--- src/rtl/uart_tx_sequencer.sv ---
// Transmit-side sequencer of the APB UART: pops bytes from the TX FIFO and serialises them
// as start, LSB-first data, optional parity and one or two stop bits at a programmable bit period.
module uart_tx_sequencer #(
    parameter int DIV_WIDTH  = 32,
    parameter int DATA_WIDTH = 8
) (
    input  logic                  clk_i,
    input  logic                  arst_i,
    input  logic                  clk_en_i,
    input  logic [DIV_WIDTH-1:0]  clk_div_i,
    input  logic                  parity_en_i,
    input  logic                  parity_type_i,
    input  logic                  extra_stop_i,
    input  logic [DATA_WIDTH-1:0] fifo_data_i,
    input  logic                  fifo_valid_i,
    output logic                  fifo_pop_o,
    output logic                  tx_o,
    output logic                  busy_o,
    output logic                  frame_done_o
);

    localparam int IDX_W = (DATA_WIDTH > 1) ? $clog2(DATA_WIDTH) : 1;

    typedef enum logic [2:0] {
        IDLE,
        START,
        DATA,
        PARITY,
        STOP1,
        STOP2
    } state_e;

    state_e                state_q;
    logic [DIV_WIDTH-1:0]  cnt_q;
    logic [DIV_WIDTH-1:0]  div_q;
    logic [DATA_WIDTH-1:0] data_q;
    logic [IDX_W-1:0]      idx_q;
    logic                  par_en_q;
    logic                  par_bit_q;
    logic                  stop2_q;
    logic                  tx_q;

    logic bit_end;
    logic last_stop;
    logic pop;

    // The counter is compared against the latched divider, so a CLK_DIV write mid-frame
    // can never leave the counter beyond its terminal value.
    assign bit_end   = (cnt_q == div_q);
    assign last_stop = bit_end && (((state_q == STOP1) && !stop2_q) || (state_q == STOP2));
    assign pop       = !arst_i && clk_en_i && fifo_valid_i && ((state_q == IDLE) || last_stop);

    assign fifo_pop_o   = pop;
    assign tx_o         = tx_q;
    assign busy_o       = (state_q != IDLE);
    assign frame_done_o = last_stop;

    // NOTE: every register here updates with <= so all of them see pre-edge values; the async
    // reset branch must assign every register or synthesis infers a mux on the reset path.
    always_ff @(posedge clk_i or posedge arst_i) begin
        if (arst_i) begin
            state_q   <= IDLE;
            cnt_q     <= '0;
            div_q     <= '0;
            data_q    <= '0;
            idx_q     <= '0;
            par_en_q  <= 1'b0;
            par_bit_q <= 1'b0;
            stop2_q   <= 1'b0;
            tx_q      <= 1'b1;
        end else if (pop) begin
            state_q   <= START;
            cnt_q     <= '0;
            idx_q     <= '0;
            data_q    <= fifo_data_i;
            div_q     <= clk_div_i;
            par_en_q  <= parity_en_i;
            par_bit_q <= (^fifo_data_i) ^ parity_type_i;
            stop2_q   <= extra_stop_i;
            tx_q      <= 1'b0;
        end else if (state_q == IDLE) begin
            tx_q <= 1'b1;
        end else if (!bit_end) begin
            cnt_q <= cnt_q + DIV_WIDTH'(1);
        end else begin
            cnt_q <= '0;
            case (state_q)
                START: begin
                    state_q <= DATA;
                    tx_q    <= data_q[0];
                end
                DATA: begin
                    if (idx_q == IDX_W'(DATA_WIDTH - 1)) begin
                        state_q <= par_en_q ? PARITY : STOP1;
                        tx_q    <= par_en_q ? par_bit_q : 1'b1;
                    end else begin
                        // Shift register keeps the next bit at index 1, so no variable index is needed.
                        idx_q  <= idx_q + IDX_W'(1);
                        data_q <= data_q >> 1;
                        tx_q   <= data_q[1];
                    end
                end
                PARITY: begin
                    state_q <= STOP1;
                    tx_q    <= 1'b1;
                end
                STOP1: begin
                    state_q <= stop2_q ? STOP2 : IDLE;
                    tx_q    <= 1'b1;
                end
                default: begin
                    state_q <= IDLE;
                    tx_q    <= 1'b1;
                end
            endcase
        end
    end

endmodule
--- config.mk ---
export PLATFORM = sky130hd
export DESIGN_NAME = uart_tx_sequencer
export DESIGN_NICKNAME = d
export VERILOG_FILES = /design/src/rtl/uart_tx_sequencer.sv
export SDC_FILE = /design/constraint.sdc
export NUM_CORES = 1
export LEC_CHECK = 0
export ABC_CLOCK_PERIOD_IN_PS = 2100
export BUFFER_PORTS_ARGS = -buffer_cell sky130_fd_sc_hd__buf_4
export CAP_MARGIN = 20
export CORE_ASPECT_RATIO = 1.2
export CORE_MARGIN = 1.5
export CORE_UTILIZATION = 53
export CTS_CLUSTER_SIZE = 40
export DETAILED_ROUTE_END_ITERATION = 7
export PLACE_DENSITY = 0.76
export SYNTH_ARGS = -nofsm -noshare
export SYNTH_HDL_FRONTEND = slang
export SYNTH_SLANG_ARGS = --single-unit
--- constraint.sdc ---
create_clock -name clk_i -period 2.1 [get_ports clk_i]
set_input_delay 0.21 -clock clk_i [delete_from_list [all_inputs] [get_ports clk_i]]
set_output_delay 0.21 -clock clk_i [all_outputs]
set_load 0.01 [all_outputs]
Yosys cells after proc, flatten, opt, wreduce, memory -nomap -nowiden

Index checks and enable logic that the tools add are counted.

Memories kept: 0
Output and inout bits: 4
RAM bits: 0
Register bits: 82
Latch bits: 0
Bits of input ports: 47
Word-level logic and storage cells: 65
ROM bits: 0

Divide/modulo/power cells: 0
Bitwise gates (word level): 1
Magnitude comparators: 0
$mul: 0
Shifts and indexed selects: 0
Eq/ne operators: 10
Reduce and logical (&&, ||, !) cells: 17
$add $sub $neg: 2
Muxes and demuxes: 26

Operator list:

| operator                                             | count |
|---|---|
| two-way mux 32 bit                                   | 3 |
| two-way mux 8 bit                                    | 5 |
| two-way mux 3 bit                                    | 11 |
| adder 32 x 1 -> 32 bit (second input constant)       | 1 |
| equality test 32 bit                                 | 1 |
| case mux 3 bit (4 select lines)                      | 1 |
| equality test 3 bit (second input constant)          | 3 |
| XOR reduction 8 bit                                  | 1 |
| equality test 3 x 2 -> 1 bit (second input constant) | 2 |
| nonzero test 3 bit                                   | 2 |
| logical AND 1 bit                                    | 5 |
| two-way mux 1 bit                                    | 5 |
| != test 2 bit (second input constant)                | 2 |
| AND reduction 4 bit                                  | 1 |
| nonzero test 2 bit                                   | 2 |
| adder 3 x 1 -> 3 bit (second input constant)         | 1 |
| equality test 3 x 1 -> 1 bit (second input constant) | 1 |
| logical NOT 3 bit                                    | 1 |
| != test 3 bit (second input constant)                | 1 |
| AND reduction 3 bit                                  | 1 |
| logical NOT 1 bit                                    | 2 |
| logical OR 1 bit                                     | 2 |
| case mux 1 bit (2 select lines)                      | 1 |
| XOR 1 bit                                            | 1 |

Logic depth before layout (Yosys ltp)

Gate-level depths: netlist of run 1.

Depth in word-level cells: 8
Depth in mapped cells: 9
Mapped depth without buffers: 7

Worst setup path after synthesis of run 1

No wires, ideal clock.

Path type: register to register
Start point: reg cnt_q[5]
End point: reg div_q[10]
Data arrival time: 2037 ps
Data required time: 1973 ps
Setup time: 127 ps
Stages on the path, launching flop included: 10
Path buffers: 3
Path slack: -65 ps
Period minus slack after synthesis: 2165 ps
Cell sequence: dfrtp_1 > buf_6 > xnor2_1 > nand4_1 > nor4_4 > nand2_4 > o21ai_2 > buf_6 > buf_6 > mux2_1

Word-level cells in the longest chain between the ends: 4

RTL lines:

| what                     | line | source |
|---|---|---|
| start: declaration       | 34   | `logic [DIV_WIDTH-1:0] cnt_q;` |
| start signal: assignment | 84   | `cnt_q <= cnt_q + DIV_WIDTH'(1);` |
| equality test 32 bit     | 49   | `assign bit_end = (cnt_q == div_q);` |
| logical AND 1 bit        | 50   | `assign last_stop = bit_end && (((state_q == STOP1) && !stop2_q) \|\| (state_q == STOP2));` |
| logical OR 1 bit         | 51   | `assign pop = !arst_i && clk_en_i && fifo_valid_i && ((state_q == IDLE) \|\| last_stop);` |
| logical AND 1 bit        | 51   |  |
| end signal: assignment   | 76   | `div_q <= clk_div_i;` |
| end: declaration         | 35   | `logic [DIV_WIDTH-1:0] div_q;` |

Every way passes these cells.
A chain may end at the register's enable or synchronous reset.

Final worst setup path of run 1

Start point: reg cnt_q[25]
End point: out frame_done_o

Word-level cells in the longest chain between the ends: 2

RTL lines:

| what                 | line | source |
|---|---|---|
| equality test 32 bit | 49   |  |
| logical AND 1 bit    | 50   |  |
| end: declaration     | 19   | `output logic frame_done_o` |

Every way passes these cells.

==> results of run 1 <==
[worst register-to-register path: cells and delay by family, from the launching register on]
kind                      cells  cell delay (ns)
AOI/OAI and AO/OA             1             0.21
xor gates and xnor gates      1             0.26
buffers and inverters         2             0.32
DFF                           1             0.40
muxes                         1             0.34
and+or+nand+nor               3             0.67
[kinds of logic (layout without fill, tap and decap cells)]
| logic type | count (synthesis) | count (layout) | share of synthesized area, % |
|---|---|---|---|
| buffers and inverters | 30 | 153 | 3.54 |
| DFF | 82 | 82 | 47.2 |
| xor gates and xnor gates | 62 | 62 | 12.5 |
| AOI/OAI and AO/OA | 66 | 66 | 11.4 |
| muxes | 35 | 35 | 9.93 |
| and+or+nand+nor | 123 | 123 | 14.6 |
| adders and majority gates | 3 | 3 | 0.863 |
[cell type report]
type,count,share of cell area (%)
inverters,14,1.01
clock inverters,3,0.676
multi-input cells,289,40.9
well taps,95,2.01
clock buffers,13,2.51
repair buffers,123,18.2
flip-flops and latches,82,34.7
[registers in the layout (all words and copies together) (netlist names)]
register	cells
cnt_q	32
div_q	32
data_q	8
idx_q	3
state_q	3
par_bit_q	1
par_en_q	1
stop2_q	1
tx_o	1
[cell usage after synthesis, types with 2 or more instances]
cell	n
xor2_1	12
or3_1	4
o21ai_0	9
o2bb2ai_1	3
a22oi_1	2
and3_1	8
nor4_4	2
nand2_1	20
nand4_1	14
nand2b_1	2
nand3_1	13
inv_1	13
o22a_1	6
o31ai_1	2
xnor2_1	50
nor2_1	42
dfrtp_1	81
a21oi_1	13
nor3_1	9
o221ai_1	7
buf_6	3
a31oi_1	5
ha_1	3
mux2_2	15
buf_2	3
mux2_4	10
a2bb2oi_1	7
nor2b_1	2
clkbuf_1	8
mux2_1	10
[placed cells by master, fill, tap and decap left out, drive strengths merged, types with 2 or more instances in the layout]
cell	Yosys	final
nand4	14	14
clkinvlp	0	2
o21ai	10	10
clkbuf	8	15
o2bb2ai	3	3
nand2b	2	2
a31oi	5	5
o221ai	7	7
nand2	21	21
nor2b	2	2
or3	4	4
o22a	6	6
a21oi	13	13
nand3	13	13
nor2	42	42
and3	8	8
a2bb2oi	7	7
clkinv	0	2
xor2	12	12
inv	14	12
nor4	3	3
a22oi	2	2
buf	8	120
ha	3	3
nor3	10	10
mux2	35	35
o31ai	2	2
a2111oi	2	2
xnor2	50	50
dfrtp	81	81
[through the flow]
step           cell area, µm²  total power, µW  hold slack, ns  worst slack (ns)  setup TNS, ns
2_1_floorplan            4370             2560           0.334          -0.00733        -0.0659
3_3_place_gp             5220             2850           0.373           -0.0703          -1.48
3_5_place_dp             5220             2900           0.377            -0.125          -2.79
4_1_cts                  5560             4090          0.0603            -0.178          -4.12
5_1_grt                  5920             4340          0.0560            -0.318         -11.11
6_report                 5920             4160          0.0653            -0.257          -7.67
[power by group]
part | total, µW | switching (µW) | internal, µW | leakage [µW]
logic | 972 | 393 | 579 | 0.00147
registers | 2050 | 222 | 1820 | 0.00105
clock network | 1140 | 564 | 581 | 0.0000974
total | 4160 | 1180 | 2980 | 0.00262
[per-layer routing]
layer / up-vias / global-route usage [%]
met4: 0 / 9.68
li1: 1658 / -
met3: 29 / 4.77
met5: - / 0
met1: 1852 / 32.1
met2: 153 / 46.0
[final timing paths]
check | to | cells past startpoint | slack [ns]
max in group asynchronous | tx_o | 4 | 1.18
hold / removal | div_q[8] | 2 | 0.07
setup / recovery | frame_done_o | 8 | -0.26
hold reg to reg | tx_o | 2 | 0.49
setup reg to reg | div_q[30] | 8 | -0.20
min in group asynchronous | state_q[2] | 4 | 0.51
[what timing repair did]
| action | 4_1_cts | 5_1_grt |
|---|---|---|
| gates cloned | 1 | 3 |
| pin swaps | 11 | 22 |
| endpoints found under the setup margin | 46 | 79 |
| setup buffers | 6 | 11 |
| resized for setup | 16 | 48 |
| hold endpoints to repair | 1 | 0 |
| hold buffers | 1 | 0 |
==> summary.txt, run 1 <==
Power and ir drop
  – Peak VDD IR: 0.000518 V
  – Leak: 0.00262 µW
  – Power per Cell Area: 703 nW/µm²

Final layout
  – Fill cell count: 539
  – Sequential cell area: 2050 µm²
  – Final Non-Filler Cells: 619
  – Layout area overhead: 36.2%
  – # diodes: 0
  – Multi-input combinational cell area: 2420 µm²
  – Final core occ: 73.4%
  – Layout cells sized above 1: 39.5%
  – Net count reported at finish: 569

Yosys
  – Avg Inst Size Synth: 10.8 µm²
  – Cells after Synth: 401
  – Syn Nets: 451
  – FF+latch count, synth: 82
  – Most used flip-flop cell after synthesis: dfrtp_1
  – Warnings from Yosys: 0
  – Netlist cell types: 53
  – Synth top area share: 46.6%
  – Asr flop ratio synth: 100%
  – Yosys top cell by area: dfrtp_1
  – Seq/Total Area, Yosys: 47.2%
  – Post-synth EDFFs: 0
  – Main area contributors after synthesis: dfrtp_1, xnor2_1, mux2_2, nor2_1, mux2_4
  – Synth Cell Area: 4350 µm²

Worst setup path
  – CP endpoint kind: primary output
  – Reg-to-Reg Start: cnt_q[25]
  – Slowest stage delay, CP: 0.40 ns
  – WS Path Type: reg2out
  – Critical Path RT: 1.89 ns
  – Buffers and inverters on the worst path: 3
  – Critical path peak fanout: 6
  – Critical path's top delay family: simple AND/OR/NAND/NOR gates
  – CP cell instances: xnor2_1 > nand4_1 > nor4_4 > nand2_4 > buf_4 > buf_12 > nor2_4 > buf_6
  – Crit path launch: cnt_q[25]
  – WP data arrival: 2.15 ns
  – Startpoint Class: register
  – Slowest CP cell: dfrtp_1

STA
  – Max Freq: 0.424 GHz
  – Tmin final: 2.36 ns
  – Fin Clk Skew: 0.0108 ns
  – Final Hold Vio Count: 0
  – Final setup fails: 51
  – Max-slew headroom: 61.3%
  – Worst Slack Setup Final: -0.257 ns
  – Worst Tran Pin Value: 0.581 ns
  – Period utilisation layout: 112%
  – Max Slew Vio Count: 0
  – RSZ-0062 raised after global routing: true

Placed design
  – I/O Buffers: 50
  – Final GP Congestion: 0.905
  – Post-DP HPWL: 7.43 mm
  – Cell total after placement: 582

Routing
  – Final Routed Wirelength: 11.6 mm
  – Drt wl/cell: 18.7 µm
  – Via density: 5.96
  – Detailed Route Iter0 Violations: 243
  – DRC: 0
  – TritonRoute pass-1 iters: 5
  – WL met2: 6.15 mm
  – DR top layer: met4
  – Routed met1 length: 4.50 mm
  – Vias: 3,692
  – Met3 wire len: 555 µm
  – Final ANT Viol Nets: 0

Global routing
  – Vias in the first global route: 3,518
  – Total GRT Usage: 26.1%
  – Total grt overflow: 0
  – Antenna violations before repair: 0
  – First-pass GRT wire length: 17.3 mm
  – Pin count of the biggest net entering global routing: 83

Floorplanning
  – Die Y: 102 µm
  – Initial core utilization: 53.9%
  – Die area: 8760 µm²
  – # IOs: 51
  – Die width: 85.7 µm
  – Std-Cell Rows: 36
  – CORE AREA: 8060 µm²

Hold path
  – Hold Path Origin: clk_div_i[8]
  – HP Class: in2reg

Clock tree
  – CTS sink cnt: 82
  – Cts bufs inserted: 9
  – CTS tree: built
  – Clock root buffer master: clkbuf_8
  – CTS max path bufs: 2
  – Worst-path clk slew: 0.08 ns
  – H-tree levels: 3
  – Clk Latency, worst-skew pair: 0.36 ns

Run status
  – Status: finished with violations
  – Failing checks: setup timing

Run
  – MaxCap Viol Count: 0
Note: power is estimated with default switching activity, not from simulation.
==> run 2: changes to the inputs <==
- RECOVER_POWER: not set -> 50
==> summary.txt, run 2 (synthesized netlist as in run 1, its figures left out) <==
Run status
  – Status: finished with violations
  – Failing checks: setup timing

Clock tree
  – Clock root buffer master: clkbuf_8
  – Clk Latency, worst-skew pair: 0.36 ns
  – H-tree levels: 3
  – CTS tree: built
  – CTS max path bufs: 2
  – CTS sink cnt: 82
  – Cts bufs inserted: 9
  – Worst-path clk slew: 0.08 ns

STA
  – RSZ-0062 raised after global routing: true
  – Final setup fails: 51
  – Worst Slack Setup Final: -0.252 ns
  – Final Hold Vio Count: 0
  – Max Slew Vio Count: 0
  – Tmin final: 2.35 ns
  – Max-slew headroom: 25.5%
  – Worst Tran Pin Value: 1.12 ns
  – Period utilisation layout: 112%
  – Fin Clk Skew: 0.00923 ns
  – Setup TNS: -7.59 ns
  – Max Freq: 0.425 GHz

Final layout
  – Commonest non-fill, non-tap cell in the layout: buf_4
  – Net count reported at finish: 569
  – Layout area overhead: 35.8%
  – Top flop regs: cnt_q: 32 flops, div_q: 32 flops, data_q: 8 flops
  – Fill cell count: 543
  – Final Non-Filler Cells: 619
  – # diodes: 0
  – Most frequent cells in the layout: buf_4, dfrtp_1, xnor2_1, nor2_1, mux2_4
  – Layout cells sized above 1: 39.3%
  – Design area: 5910 µm²

Power and ir drop
  – Peak VDD IR: 0.000521 V
  – Clk pwr share: 27.5%
  – Leak: 0.00261 µW
  – Sw Share: 28.3%
  – Combinational Power Share: 23.2%
  – Internal power: 2980 µW
  – Sequential share of power: 49.2%
  – Power per Cell Area: 704 nW/µm²
  – Psw: 1180 µW

Global routing
  – Vias in the first global route: 3,518
  – Pin count of the biggest net entering global routing: 83
  – Antenna violations before repair: 0
  – First-pass GRT wire length: 17.3 mm
  – Total grt overflow: 0
  – Total GRT Usage: 26.1%

Floorplanning
  – CORE AREA: 8060 µm²
  – Std-Cell Rows: 36
  – # IOs: 51
  – Die area: 8760 µm²
  – Die width: 85.7 µm
  – Die Y: 102 µm
  – Initial core utilization: 53.9%

Routing
  – TritonRoute pass-1 iters: 5
  – Via density: 5.95
  – Drt wl/cell: 18.8 µm
  – Final Routed Wirelength: 11.6 mm
  – DRC: 0
  – Final ANT Viol Nets: 0
  – Detailed Route Iter0 Violations: 230
  – Vias: 3,684

Worst setup path
  – Critical path peak fanout: 6
  – WP data arrival: 2.14 ns
  – WS Path Type: reg2out
  – Startpoint Class: register
  – Critical Path RT: 1.89 ns
  – CP endpoint kind: primary output

Placed design
  – I/O Buffers: 50
  – Final GP Congestion: 0.905
  – Cell total after placement: 582
  – Post-DP HPWL: 7.43 mm
  – Post-place setup slack: -0.125 ns
  – Area after DPL: 5220 µm²

Hold path
  – HP Class: in2reg

Run
  – MaxCap Viol Count: 0
run 2: cell types whose count changed in the layout (fill, tap and decap cells not counted), sizes merged:
cell    before  now
buf        120  118
clkbuf      15   17
run 2: layout make-up:
| cell class | instances | area (µm²) | share of cell area (%) |
|---|---|---|---|
| well taps | 95 | 119 | 2.01 |
| clock buffers | 13 | 149 | 2.52 |
| multi-input cells | 289 | 2420 | 41.0 |
| clock inverters | 3 | 40.0 | 0.678 |
| repair buffers | 123 | 1060 | 18.0 |
| flip-flops and latches | 82 | 2050 | 34.8 |
| inverters | 14 | 60.1 | 1.02 |
run 2: worst max-delay path, stage by stage, from the launching register on:
cell and delay [ns]:
dfrtp_1 0.40, xnor2_1 0.26, nand4_1 0.23, nor4_4 0.34, nand2_4 0.10, buf_4 0.16
buf_12 0.13, nor2_4 0.07, buf_6 0.10
run 2: final timing paths:
kind                         startpoint            to  slack [ns]  cells past startpoint
max                           cnt_q[25]  frame_done_o       -0.25                      8
min                        clk_div_i[8]      div_q[8]        0.06                      2
max reg2reg                   cnt_q[25]     div_q[30]       -0.19                      8
min reg2reg                        tx_o          tx_o        0.49                      2
max in group asynchronous        arst_i     div_q[12]        0.54                      4
min in group asynchronous        arst_i    state_q[2]        0.84                      4
run 2: timing repair:
item	in CTS	in global routing
hold buffers	1	0
endpoints found under the hold margin	1	0
pin swaps	11	22
gates cloned	1	3
resized for setup	16	48
buffers inserted	6	11
endpoints found under the setup margin	46	79
run 2: through the flow:
stage | hold WS [ns] | power, µW | util (%)
floorplan | 0.334 | 2560 | -
global placement | 0.373 | 2850 | 64.7
detailed placement | 0.377 | 2900 | 64.7
CTS | 0.0603 | 4090 | 69.0
global route | 0.0560 | 4340 | 73.2
finish | 0.0647 | 4160 | 73.2
run 2: power groups by stage:
stage	Combinational (µW)	Clock (µW)	Sequential, µW
finish	967	1150	2050
global route	1030	1230	2070
CTS	906	1150	2030
detailed placement	840	0	2060
global placement	807	0	2040
floorplan	558	0	2000
run 2: per-layer routing:
| layer | vias up | part of all wire, % | track usage, % |
|---|---|---|---|
| li1 | 1656 | - | - |
| met5 | - | 0 | 0 |
| met4 | 0 | 3.4 | 9.68 |
| met2 | 162 | 53 | 46.0 |
| met1 | 1834 | 38 | 32.1 |
| met3 | 32 | 5.2 | 4.77 |
